### config.mk
export PLATFORM = sky130hd
export DESIGN_NAME = syn_s_rx
export DESIGN_NICKNAME = d
export VERILOG_FILES = /design/src/rtl/syn_pkg.sv /design/src/rtl/syn_s_sync2.sv /design/src/rtl/syn_s_rx.sv
export SDC_FILE = /design/constraint.sdc
export NUM_CORES = 1
export LEC_CHECK = 0
export CAP_MARGIN = 20
export CORE_MARGIN = 3
export CORE_UTILIZATION = 45
export CTS_BUF_LIST = sky130_fd_sc_hd__clkbuf_8
export CTS_CLUSTER_DIAMETER = 60
export CTS_CLUSTER_SIZE = 20
export DETAILED_ROUTE_END_ITERATION = 8
export GPL_TIMING_DRIVEN = 1
export PLACE_DENSITY = 0.63
export SLEW_MARGIN = 20
export SYNTH_ARGS = -nofsm -noshare
export SYNTH_HDL_FRONTEND = slang
export SYNTH_SLANG_ARGS = --single-unit
### constraint.sdc
create_clock -name clk_sys -period 1.9 [get_ports clk_sys]
set_input_delay 0.475 -clock clk_sys [delete_from_list [all_inputs] [get_ports clk_sys]]
set_output_delay 0.475 -clock clk_sys [all_outputs]
set_load 0.005 [all_outputs]
### src/rtl/syn_pkg.sv
// Shared constants and state encoding for the sync-line master/slave pair.
package syn_pkg;

  localparam int unsigned BIT_US_DEF  = 10;
  localparam int unsigned LOST_US_DEF = 1100000;
  localparam int unsigned FRAME_BITS  = 11;
  localparam int unsigned DATA_BITS   = FRAME_BITS - 3;

  typedef enum logic [2:0] {
    StIdle,
    StStart,
    StData,
    StParity,
    StStop
  } syn_state_e;

  function automatic logic even_parity(input logic [7:0] d);
    return ^d;
  endfunction

endpackage

### src/rtl/syn_s_sync2.sv
// Two-flop synchronizer for the asynchronous sync line; resets to idle-high.
module syn_s_sync2 (
  input  logic clk_sys,
  input  logic rst_n,
  input  logic i_d,
  output logic o_q
);

  logic r_meta;
  logic r_sync;

  always_ff @(posedge clk_sys or negedge rst_n) begin
    if (!rst_n) begin
      r_meta <= 1'b1;
      r_sync <= 1'b1;
    end else begin
      r_meta <= i_d;
      r_sync <= r_meta;
    end
  end

  assign o_q = r_sync;

endmodule

### src/rtl/syn_s_rx.sv
// Sync-frame receiver: decodes start/8 data/even parity/stop frames into a local sync pulse,
// sequence number and error/loss indications.
module syn_s_rx
  import syn_pkg::*;
#(
  parameter int unsigned BIT_US  = BIT_US_DEF,
  parameter int unsigned LOST_US = LOST_US_DEF
) (
  input  logic       clk_sys,
  input  logic       rst_n,
  input  logic       pluse_us,
  input  logic       rx_syn,
  output logic       syn_pluse,
  output logic [7:0] syn_seq,
  output logic       err_parity,
  output logic       err_frame,
  output logic       seq_gap,
  output logic       syn_lost
);

  localparam int unsigned TW = (BIT_US > 1) ? $clog2(BIT_US) : 1;
  localparam int unsigned LW = $clog2(LOST_US + 1);
  localparam logic [TW-1:0] TICK_HALF = TW'(BIT_US / 2 - 1);
  localparam logic [TW-1:0] TICK_LAST = TW'(BIT_US - 1);

  logic          w_rx;
  logic          w_fall;
  logic          w_sample;
  logic          w_lost_rise;
  logic          r_prev;
  logic [1:0]    r_warm;
  syn_state_e    r_state;
  logic [TW-1:0] r_tick;
  logic [3:0]    r_bitcnt;
  logic [7:0]    r_shift;
  logic          r_par_err;
  logic          r_first;
  logic          r_syn_pluse;
  logic [7:0]    r_syn_seq;
  logic          r_err_parity;
  logic          r_err_frame;
  logic          r_seq_gap;
  logic [LW-1:0] r_lost_cnt;

  syn_s_sync2 u_sync (
    .clk_sys (clk_sys),
    .rst_n   (rst_n),
    .i_d     (rx_syn),
    .o_q     (w_rx)
  );

  // The synchronizer's reset value is not line data; only trust edges once the
  // pipeline and r_prev hold real samples, so a line held low across reset is no start.
  always_ff @(posedge clk_sys or negedge rst_n) begin
    if (!rst_n) begin
      r_prev <= 1'b1;
      r_warm <= 2'd0;
    end else begin
      r_prev <= w_rx;
      if (r_warm != 2'd3) r_warm <= r_warm + 2'd1;
    end
  end

  assign w_fall   = (r_warm == 2'd3) && r_prev && !w_rx;
  assign w_sample = pluse_us &&
                    (r_tick == ((r_state == StStart) ? TICK_HALF : TICK_LAST));

  always_ff @(posedge clk_sys or negedge rst_n) begin
    if (!rst_n) begin
      r_state      <= StIdle;
      r_tick       <= '0;
      r_bitcnt     <= '0;
      r_shift      <= '0;
      r_par_err    <= 1'b0;
      r_first      <= 1'b1;
      r_syn_pluse  <= 1'b0;
      r_syn_seq    <= '0;
      r_err_parity <= 1'b0;
      r_err_frame  <= 1'b0;
      r_seq_gap    <= 1'b0;
    end else begin
      r_syn_pluse  <= 1'b0;
      r_err_parity <= 1'b0;
      r_err_frame  <= 1'b0;
      r_seq_gap    <= 1'b0;
      if (w_lost_rise) r_first <= 1'b1;
      if (r_state != StIdle && pluse_us) r_tick <= w_sample ? '0 : r_tick + TW'(1);
      unique case (r_state)
        StIdle: begin
          if (w_fall) begin
            r_state <= StStart;
            r_tick  <= '0;
          end
        end
        StStart: begin
          if (w_sample) begin
            if (w_rx) begin
              r_err_frame <= 1'b1;
              r_state     <= StIdle;
            end else begin
              r_bitcnt <= '0;
              r_state  <= StData;
            end
          end
        end
        StData: begin
          if (w_sample) begin
            r_shift  <= {w_rx, r_shift[7:1]};
            r_bitcnt <= r_bitcnt + 4'd1;
            if (r_bitcnt == 4'(DATA_BITS - 1)) r_state <= StParity;
          end
        end
        StParity: begin
          if (w_sample) begin
            r_par_err <= (w_rx != even_parity(r_shift));
            r_state   <= StStop;
          end
        end
        StStop: begin
          if (w_sample) begin
            r_state <= StIdle;
            if (!w_rx) begin
              r_err_frame <= 1'b1;
            end else if (r_par_err) begin
              r_err_parity <= 1'b1;
            end else begin
              r_syn_pluse <= 1'b1;
              r_syn_seq   <= r_shift;
              r_seq_gap   <= !r_first && (r_shift != r_syn_seq + 8'd1);
              r_first     <= 1'b0;
            end
          end
        end
        default: r_state <= StIdle;
      endcase
    end
  end

  // Cleared by the registered pulse, so syn_lost drops the cycle after syn_pluse.
  always_ff @(posedge clk_sys or negedge rst_n) begin
    if (!rst_n) begin
      r_lost_cnt <= '0;
    end else if (r_syn_pluse) begin
      r_lost_cnt <= '0;
    end else if (pluse_us && !syn_lost) begin
      r_lost_cnt <= r_lost_cnt + LW'(1);
    end
  end

  assign syn_lost    = (r_lost_cnt == LW'(LOST_US));
  assign w_lost_rise = pluse_us && !r_syn_pluse && (r_lost_cnt == LW'(LOST_US - 1));

  assign syn_pluse  = r_syn_pluse;
  assign syn_seq    = r_syn_seq;
  assign err_parity = r_err_parity;
  assign err_frame  = r_err_frame;
  assign seq_gap    = r_seq_gap;

endmodule
==> results.md, run 1 <==
* Count of pins over their slew limit at 0
* Sequential cell fraction of total power at 45.5%
* Data arrival, critical path at 1.47 ns
* Met2 Use GR at 27.9%
* Max VDD drop at 0.467 mV
* Initial core utilization at 47.2%
* Most frequent cells in the layout: dfrtp_1 (54), buf_4 (47), nor2_1 (29)
* Lkg Pwr at 1.77 nW
* Die W at 88.3 um
* Reg clk slew, reported paths at 0.07 ns
* Fin util at 60.1%
* ANT cells at 0
* Final setup vio count at 1
* Number of flops mapped to enable cells by yosys at 0
* Worst R2R Path Depth at 7
* Combinational share of power at 24.3%
* CTS Buf Count at 9
* Period utilisation layout at 102%
* DIE HEIGHT at 88.3 um
* Largest net degree at the start of global routing at 25
* Main synth FF type: dfrtp_1
* Pwr dens at 872 nW/um^2
* Die area at 7800 um^2
* DPL Wire Length at 4340 um
* Worst-Skew Late Latency at 0.34 ns
* GRT Util Overall at 17.8%
* Clk root buf: clkbuf_8
* GR Overflow Total at 0
* Max-Cap Viols at 0
* Post-Synthesis Cells at 294
* Drt initial violations at 52
* Final GP Congestion at 0.858
* Avg Inst Size Synth at 10.4 um^2
* Vias/cell at 5.37
* CTS tree: built
* Yosys cell types at 46
* Top Usage Layer GRT: met2
* I/O pin cnt at 17
* Number of instances in the placed design at 425
* Placed inst area at 3620 um^2
* FP Rows at 29
* Seq/Total Area, Yosys at 48.6%
* Tightest Pin Transition at 0.466 ns
* Worst EP required at 1.42 ns
* Worst path cell trace: nor4bb_2 > nand4_1 > nor2_1 > buf_2
* Vias at 2393
* Sink Count at 59
* Nets at 375
* Hold Fails Final Rpt at 0
* Largest stage delay on the critical path at 0.39 ns
* GR Layer Usage met1 at 23.5%
* Min-delay worst type: input pin to asynchronous set/reset pin
* Post-synth ARST share at 100%
* Post-DRT Antenna Nets at 0
* Number of remaining DRC errors at 0
* Sw frac at 30.9%
* Crit Path Category: flip-flop to primary output
* RSZ-0062 raised after global routing: yes
* Post-route non-filler standard cell count at 446
* Crit path max-delay cell type: dfrtp_1
* Rel. slew slack at 68.6%
* CP Capture Type: primary output
* Routing usage on met3 at 4.28%
* Status: finished, violations left
* Hold-fix buffers, CTS at 0
* Final Skew at 0.0134 ns
* Leading cell type in the layout, fill and taps excluded: dfrtp_1
* Post-synthesis register bit count at 59
* Initial antenna violation count at 0
* Critical Path Fanout Max at 2
* Pint at 2.34 mW
* WL final at 6230 um
* Setup WS post-layout at -0.0405 ns
* Failing checks: negative setup slack
* Tmin final at 1.94 ns
* PortBufs at 16
* Fmax at 0.515 GHz
* Synthesis-to-finish area growth at 27.2%
* Core Box Area at 6460 um^2
* Sw Pwr at 1.05 mW
* TritonRoute pass-1 iters at 4
* First-pass GRT wire length at 10800 um
* PnR Total Power at 3.38 mW
* Clk buf depth at 2
* CTS H-tree depth at 3
* Share of total power in the clock network at 30.3%
* Vias in the first global route at 2341
* Design Area, Final at 3880 um^2
* Drt wl/cell at 14.0 um
* Share of post-route cells with drive strength above 1 at 27.1%
* Mapped Area at 3050 um^2
* Syn. warnings at 0
* Critical path launch point type: flip-flop
* Syn nets at 305
power by group through the flow:
| stage | logic [mW] | clock network, mW | registers, mW |
|---|---|---|---|
| finish | 0.822 | 1.02 | 1.54 |
| global route | 0.928 | 1.11 | 1.56 |
| CTS | 0.828 | 1.05 | 1.54 |
| detailed placement | 0.815 | 0 | 1.56 |
| global placement | 0.796 | 0 | 1.56 |
| floorplan | 0.507 | 0 | 1.55 |
timing repair:
action	in CTS	in global routing
gates resized for setup	11	4
gates cloned	0	1
setup buffers	1	4
pin swaps	3	7
setup endpoints to repair	8	24
final timing paths:
kind	start	end	slack, ns
worst max register to register	r_lost_cnt[10]	r_lost_cnt[20]	0.07
worst max-delay path	r_lost_cnt[10]	syn_lost	-0.04
worst min-delay path	rst_n	r_lost_cnt[1]	0.04
min in group clk_sys	u_sync.r_meta	u_sync.o_q	0.35
max in group asynchronous	rst_n	u_sync.o_q	1.30
worst min register to register	u_sync.r_meta	u_sync.o_q	0.35
final cells by class:
class | count | area (um^2)
Clock buffer | 11 | 151
Clock inverter | 5 | 23.8
Fill cell | 586 | 2580
Inverter | 11 | 41.3
Multi-Input combinational cell | 216 | 1530
Sequential cell | 59 | 1480
Tap cell | 77 | 96.3
Timing Repair Buffer | 67 | 559
cells by family (layout without fill, tap and decap cells):
logic type / after synthesis / count (layout) / share of synthesized area, %
xor+xnor: 33 / 33 / 9.48
compound gates: 42 / 42 / 8.29
flops: 59 / 59 / 48.6
mux: 22 / 22 / 8.12
fa+ha+maj: 7 / 7 / 2.87
simple gates: 112 / 112 / 19.8
buf+inv: 19 / 94 / 2.91
worst max-delay path: cells and delay by family, from the launching register on:
| kind | cells | cell delay (ns) |
|---|---|---|
| AND/OR/NAND/NOR | 3 | 0.61 |
| flip-flops | 1 | 0.39 |
| buffers and inverters | 1 | 0.12 |
per-stage QoR:
stage	TNS, ns	hold WS [ns]	worst slack (ns)
after CTS	-0.0805	0.0350	-0.0805
after global routing	-0.230	0.0530	-0.161
after floorplan	0	0.179	0.0325
after detailed placement	-7.85	0.348	-0.286
final	-0.0405	0.0416	-0.0405
after global placement	-7.69	0.347	-0.279
routing by layer:
metal,vias to the layer above,part of all wire (%)
met1,1174,48
met3,8,2.8
li1,1184,-
met2,27,48
met5,-,0
met4,0,1.5
registers in the layout, summed over array words and instances (netlist names):
signal and flops:
err_frame 1, syn_pluse 1, r_prev 1, r_shift 8, r_first 1, r_bitcnt 4, seq_gap 1, r_tick 4
u_sync.o_q 1, r_lost_cnt 21, r_par_err 1, err_parity 1, r_warm 2, syn_seq 8, r_state 3, u_sync.r_meta 1
cell usage after synthesis, types with 2 or more instances:
master,n,area [um^2]
a21oi_1,8,40.0
a31oi_1,4,25.0
and3_1,5,31.3
buf_2,2,10.0
buf_4,2,15.0
clkbuf_1,3,11.3
dfrtp_1,55,1380
dfstp_2,4,105
ha_1,7,87.6
inv_1,11,41.3
mux2_2,18,203
mux2i_1,3,30.0
nand2_1,19,71.3
nand2b_1,2,12.5
nand3_1,11,55.1
nand4_1,10,62.6
nor2_1,30,113
nor2b_1,4,25.0
nor3_1,8,40.0
nor3b_1,3,22.5
nor4_1,4,25.0
o211ai_1,2,15.0
o21ai_0,18,90.1
o31ai_1,3,22.5
or3_1,4,25.0
or4_1,3,22.5
xnor2_1,24,210
xor2_1,9,78.8
(Power assumes the default switching activity.)
==> inputs of run 2 (changes only) <==
Settings changed: GPL_TIMING_DRIVEN 1 to default.
==> results of run 2 <==
No change in the layout: final DEF, timing and power equal those of run 1.
